==> src/rtl/ctrl_sequencer.sv <==
// ctrl_sequencer: FETCH/EXEC1/EXEC2/HALT control unit for the accumulator CPU
// Ports: clk, rst_n (async, active low); opcode_i, mem_ready_i, acc_zero_i, acc_neg_i, run_i in;
// state_o, datapath strobes (ir_load_o .. shift_in_o), sticky illegal_o, retired_o count out.
module ctrl_sequencer #(
  parameter int OPC_W = 4,
  parameter int CNT_W = 16,
  parameter bit HALT_RESUME = 1'b1
) (
  input  logic             clk,
  input  logic             rst_n,
  input  logic [OPC_W-1:0] opcode_i,
  input  logic             mem_ready_i,
  input  logic             acc_zero_i,
  input  logic             acc_neg_i,
  input  logic             run_i,
  output logic [1:0]       state_o,
  output logic             ir_load_o,
  output logic             pc_cnt_en_o,
  output logic             pc_sload_o,
  output logic             addr_sel_o,
  output logic             wren_o,
  output logic             acc_en_o,
  output logic             acc_load_o,
  output logic             acc_src_all_o,
  output logic             addsub_o,
  output logic             shift_in_o,
  output logic             illegal_o,
  output logic [CNT_W-1:0] retired_o
);
  typedef enum logic [1:0] {FETCH, EXEC1, EXEC2, HALT} state_t;
  state_t state_q, state_d;
  logic [CNT_W-1:0] retired_q, retired_d;
  logic illegal_q, illegal_d, retire;
  logic ir, pcc, pcs, asel, wr, aen, ald, asrc, as, shin;
  logic [3:0] op;
  logic hi_zero, lda, sta, add, sub, jmp, jmi, jeq, stp, ldi, lsr, asr, mem_op, legal;
  assign op      = opcode_i[3:0];
  assign hi_zero = (opcode_i >> 4) == '0;
  assign lda     = hi_zero && op == 4'b0000;
  assign sta     = hi_zero && op == 4'b0001;
  assign add     = hi_zero && op == 4'b0010;
  assign sub     = hi_zero && op == 4'b0011;
  assign jmp     = hi_zero && op == 4'b0100;
  assign jmi     = hi_zero && op == 4'b0101;
  assign jeq     = hi_zero && op == 4'b0110;
  assign stp     = hi_zero && op == 4'b0111;
  assign ldi     = hi_zero && op == 4'b1000;
  assign lsr     = hi_zero && op == 4'b1010;
  assign asr     = hi_zero && op == 4'b1011;
  assign mem_op  = lda | sta | add | sub;
  assign legal   = mem_op | jmp | jmi | jeq | stp | ldi | lsr | asr;
  always_comb begin
    state_d   = state_q;
    illegal_d = illegal_q;
    retire    = 1'b0;
    ir = 1'b0; pcc = 1'b0; pcs = 1'b0; asel = 1'b0; wr = 1'b0;
    aen = 1'b0; ald = 1'b0; asrc = 1'b0; as = 1'b0; shin = 1'b0;
    unique case (state_q)
      FETCH: begin
        ir      = mem_ready_i;
        pcc     = mem_ready_i;
        state_d = mem_ready_i ? EXEC1 : FETCH;
      end
      EXEC1: begin
        if (mem_op) begin
          asel    = 1'b1;
          wr      = sta & mem_ready_i;
          retire  = sta & mem_ready_i;
          state_d = !mem_ready_i ? EXEC1 : sta ? FETCH : EXEC2;
        end else begin
          aen       = ldi | lsr | asr;
          ald       = ldi;
          asrc      = lsr | asr;
          shin      = asr & acc_neg_i;
          pcs       = jmp | (jeq & acc_zero_i) | (jmi & acc_neg_i);
          illegal_d = illegal_q | ~legal;
          retire    = 1'b1;
          state_d   = stp ? HALT : FETCH;
        end
      end
      EXEC2: begin
        aen     = 1'b1;
        ald     = 1'b1;
        asrc    = 1'b1;
        as      = ~sub;
        retire  = 1'b1;
        state_d = FETCH;
      end
      HALT: state_d = (HALT_RESUME && run_i) ? FETCH : HALT;
    endcase
    retired_d = retired_q + CNT_W'(retire);
  end
  always_ff @(posedge clk or negedge rst_n)
    if (!rst_n) begin
      state_q   <= FETCH;
      retired_q <= '0;
      illegal_q <= 1'b0;
    end else begin
      state_q   <= state_d;
      retired_q <= retired_d;
      illegal_q <= illegal_d;
    end
  // Strobes are gated by rst_n so an instruction aborted by reset emits nothing.
  assign {ir_load_o, pc_cnt_en_o, pc_sload_o, addr_sel_o, wren_o, acc_en_o, acc_load_o,
          acc_src_all_o, addsub_o, shift_in_o} =
         rst_n ? {ir, pcc, pcs, asel, wr, aen, ald, asrc, as, shin} : 10'b0;
  assign state_o   = state_q;
  assign illegal_o = illegal_q;
  assign retired_o = retired_q;
endmodule

==> config.mk <==
export PLATFORM = sky130hd
export DESIGN_NAME = ctrl_sequencer
export DESIGN_NICKNAME = d
export VERILOG_FILES = /design/src/rtl/ctrl_sequencer.sv
export SDC_FILE = /design/constraint.sdc
export NUM_CORES = 1
export LEC_CHECK = 0
export CAP_MARGIN = 20
export CORE_MARGIN = 10
export CORE_UTILIZATION = 44
export DETAILED_ROUTE_END_ITERATION = 7
export PLACE_DENSITY = 0.91
export SLEW_MARGIN = 20
export SYNTH_ARGS = -nofsm -noshare
export SYNTH_HDL_FRONTEND = slang
export SYNTH_SLANG_ARGS = --single-unit
==> constraint.sdc <==
create_clock -name clk -period 2.7 [get_ports clk]
set_input_delay 0.81 -clock clk [delete_from_list [all_inputs] [get_ports clk]]
set_output_delay 0.81 -clock clk [all_outputs]
set_load 0.02 [all_outputs]
# Word level (Yosys, flattened, before mapping)
# Cells that the tools add are included.
[op_classes]
n_addsub = 1
eq_ne = 13
n_mux = 26
bitwise_logic = 23
reduce_logical = 3
[ops]
columns = ["op", "n"]
rows = [
  ["$add 16x1->16", 1],
  ["$eq 4x3->1 const B", 4],
  ["$or 1x1->1", 16],
  ["$mux 1", 15],
  ["$eq 4x4->1 const B", 3],
  ["$mux 10", 1],
  ["$mux 2", 5],
  ["$eq 4x2->1 const B", 2],
  ["$pmux 1 s2", 4],
  ["$pmux 2 s4", 1],
  ["$and 1x1->1", 4],
  ["$eq 2x2->1 const B", 2],
  ["$eq 4x1->1 const B", 1],
  ["$logic_not 4->1", 1],
  ["$not 1->1", 3],
  ["$eq 2x1->1 const B", 1],
  ["$logic_not 2->1", 1],
  ["$reduce_and 2->1", 1],
]
[word_totals]
regBits = 19
out_inout_bits = 29

# Depth between registers and ports, before layout
[depth]
word_depth = 13
mapped_depth = 9

# Least setup slack after synthesis
# OpenSTA, ideal clock, no wires.
[synth_path]
kind = "in2out"
from = "input opcode_i[2]"
to = "output pc_sload_o"
arrival_ns = 1.923
path_slack_ns = -0.033
stages = 3
n_path_buf = 1
cell_sequence = "clkbuf_1 > inv_1 > nor4b_1"
[synth_between]
elab_chain_cells = 7
[synth_lines]
columns = ["element", "line", "source"]
rows = [
  ["start, declared", "11", "input logic [OPC_W-1:0] opcode_i,"],
  ["$eq 4x3->1 (tied with other cells)", "45", "assign jeq = hi_zero && op == 4'b0110;"],
  ["$and 1x1->1 or $or 1x1->1 (tied branches)", "75, 50", ""],
  ["$or 1x1->1 (on tied branches) (2 in a row)", "75, 50", ""],
  ["$mux 1 *", "65", "if (mem_op) begin"],
  ["$mux 1 *", "58", "unique case (state_q)"],
  ["$mux 10 *", "106", "rst_n ? {ir, pcc, pcs, asel, wr, aen, ald, asrc, as, shin} : 10'b0;"],
  ["end, declared", "19", "output logic pc_sload_o,"],
]
# Every way passes the cells marked *; elsewhere a longest branch is shown, timed or not.

# Worst setup path after layout
[layout_path]
from = "input opcode_i[1]"
to = "output wren_o"
[layout_between]
elab_chain_cells = 7
[layout_lines]
columns = ["element", "line", "source"]
rows = [
  ["$eq 4x1->1 or $logic_not 4->1 (tied branches)", "40, 39", ""],
  ["$or 1x1->1 (3 in a row)", "50", "assign mem_op = lda | sta | add | sub;"],
  ["$mux 1 *", "65", ""],
  ["$mux 1 *", "58", ""],
  ["$mux 10 *", "106", ""],
  ["end, declared", "21", "output logic wren_o,"],
]
# Marks and branches as above.

==> results.toml <==
[outcome]
status = "finished, final reports clean"

[power_and_ir_drop]
p_leak_nw = 0.8137
powerDensity_nw_per_um2 = 569.4
ir_worst_vdd_v = 0.0004550

[grt]
grtUsageTotal_pct = 12.70
grt_pass1_vias = 1115
antenna_found_initial = 0
grt_first_pass_wirelength_um = 5161
grt_max_degree = 11
overflow = 0

[placement]
io_buffers = 38
hpwl_um = 2413
place_congestion = 0.8613
pre_cts_slack_ns = -0.6195

[logic_synthesis]
netlist_instances = 112
yosysTopAreaCellShare_pct = 44.03
ys_top_cells_by_area = "dfrtp_1 (44%), xor2_1 (8.9%), ha_1 (8.1%)"
synthMuxAreaShare_pct = 0
ys.flop_type = "dfrtp_1"
synth_xor_area_share_pct = 11.36
synth.avg_cell_area_um2 = 9.641
synth_top_family_by_area = "simple AND/OR/NAND/NOR gates"
synth_edf_count = 0
synth-seq-cells = 19
synth_compound_gate_area_share_pct = 6.605
synth.distinct_cells = 29
synthAdderAreaFrac_pct = 8.111
ys_warn_count = 0
syn_nets = 129
yosys.area_share.simple_pct = 26.07
synth_top_area_cell = "dfrtp_1"
async_flop_share_pct = 100.0
ys_seq_area_share_pct = 44.03
netlist_area_um2 = 1080

[timing]
relSlewSlack_pct = 77.32
clock.fmax_ghz = 0.3751
setup_violations = 0
clock_skew_ns = 0.008188
tightest_slew_ns = 0.3370
hold_violations = 0
post-route-min-period_ns = 2.666
rsz0062_at_grt = "false"
fin_crit_sh_pct = 98.74
timing.final.ws_setup_ns = 0.03410
maxSlewViolCount = 0

[finish]
fillers = 174
nets = 188
drive_gt1_share_pct = 22.35
final_core_util_pct = 71.63
antenna_cells = 0
area_growth_pct = 50.98

[drt]
drt_pass1_iterations = 4
drt_wl_total_um = 3057
detail-route-antenna-nets = 0
via_per_inst = 5.328
vias = 1055
drc = 0
routedWlPerCell_um = 15.44
drt_iter0_drc = 61

[clock_tree]
clock_sinks = 19
path_clk_slew_ns = 0.09
cts_buffers = 3
cts_max_level = 1
clk_latency_ns = 0.30
cts_root_buf = "clkbuf_4"
cts.hold.buffers_added = 0
cts.path.max_buffers = 2
tritoncts = "built"

[min_path]
hold_depth = 1
holdCritStartpoint = "retired_o[15]"
holdCritPathClass = "reg -> reg"
hold_path_end = "retired_o[15]"

[floorplan]
fp.dieW_um = 69.54
ioPinCount = 39
core_area_um2 = 2276
initial_core_util_pct = 47.44
die_y_um = 69.54
core.rowCount = 17
die_area_um2 = 4836

[worst_setup_path]
start_kind = "primary input"
timing.critical_path.arrival_ns = 1.86
worstSetupPathType = "in -> out"
r2r_end = "retired_o[13]"
reg2reg_from = "state_o[1]"
cp_max_fo = 7
crit_required_ns = 1.89
crit_start = "opcode_i[1]"
rr_worst_depth = 9
end_kind = "output pin"
r2r_slack_ns = 0.53

[job]
max_cap_violations = 0
## sequential cells by signal, summed over array words and instances, names as in the netlist
name and flops:
state_o 2, illegal_o 1, retired_o 16
## cell families (layout without fill, tap and decap cells)
kind of cell | Yosys count | in the layout
flops | 19 | 19
compound gates | 11 | 11
buf+inv | 10 | 68
xor+xnor | 14 | 14
fa+ha+maj | 7 | 7
simple gates | 51 | 51
## final cells by class
cell class                      count  area [um^2]  share of cell area, %
Clock buffer                        4        26.28                  1.612
Inverter                            7        26.28                  1.612
Multi-Input combinational cell     83        578.1                  35.46
Sequential cell                    19        475.5                  29.16
Tap cell                           28        35.03                  2.149
Timing Repair Buffer               57        489.2                  30.01
## synthesized netlist by cell type, drive strengths merged, types with 2 or more instances
library cell  number
nand2              8
dfrtp             19
nor3               5
nor2b              2
a21oi              4
nand4              5
nand3              6
xor2              11
xnor2              3
nand2b             3
inv                7
and3               2
clkbuf             2
nor2              10
ha                 7
nor4               6
## how the worst max path moves through the flow
stage	end	slack, ns	depth (start not counted)
after floorplan	wren_o	0.17	2
after global placement	pc_sload_o	-0.52	5
after detailed placement	wren_o	-0.62	4
after CTS	pc_cnt_en_o	0.0009	4
after global routing	pc_sload_o	0.02	5
final	wren_o	0.03	4
## critical path, cell delays in order
cell and delay (ns):
dlygate4sd2_1 0.30, nand3b_1 0.23, nor4_2 0.32, buf_4 0.20
## timing repair
| action | 4_1_cts | 5_1_grt |
|---|---|---|
| hold endpoints to repair | 0 | 0 |
| endpoints found under the setup margin | 10 | 3 |
| buffers inserted | 0 | 1 |
| resized for setup | 50 | 3 |
| pin swaps | 0 | 1 |
## per-stage QoR
step	hold slack (ns)	TNS, ns	cell area, um^2	instances	power (mW)
floorplan	0.5144	0	1086	112	0.5920
global placement	0.4582	-5.148	1622	193	0.7802
detailed placement	0.4596	-6.186	1622	193	0.7974
CTS	0.4807	0	1615	197	0.9342
global route	0.4936	0	1630	198	0.9925
finish	0.4759	0	1630	198	0.9282
## layer usage
layer  wire length [um]  GRT usage [%]
met5                  0              0
met4                107          6.874
met3                258          4.422
met2               1379          20.87
met1               1312          13.90
## placed cells by master, fill, tap and decap left out, drive strengths merged, types with 2 or more instances in the layout
master	netlist	layout
a21oi	4	4
and3	2	2
buf	1	27
clkbuf	2	4
clkdlybuf4s15	0	2
clkdlybuf4s50	0	21
dfrtp	19	19
dlygate4sd2	0	5
dlymetal6s2s	0	2
ha	7	7
inv	7	7
nand2	8	8
nand2b	3	3
nand3	6	6
nand4	5	5
nor2	10	10
nor2b	2	2
nor3	5	5
nor4	6	6
xnor2	3	3
xor2	11	11
## power by group
| part | switching [mW] | internal (mW) | leakage (nW) |
|---|---|---|---|
| registers | 0.0613 | 0.327 | 0.245 |
| logic | 0.213 | 0.184 | 0.554 |
| clock network | 0.0850 | 0.0577 | 0.0150 |
| total | 0.359 | 0.569 | 0.814 |
(Power assumes the default switching activity.)
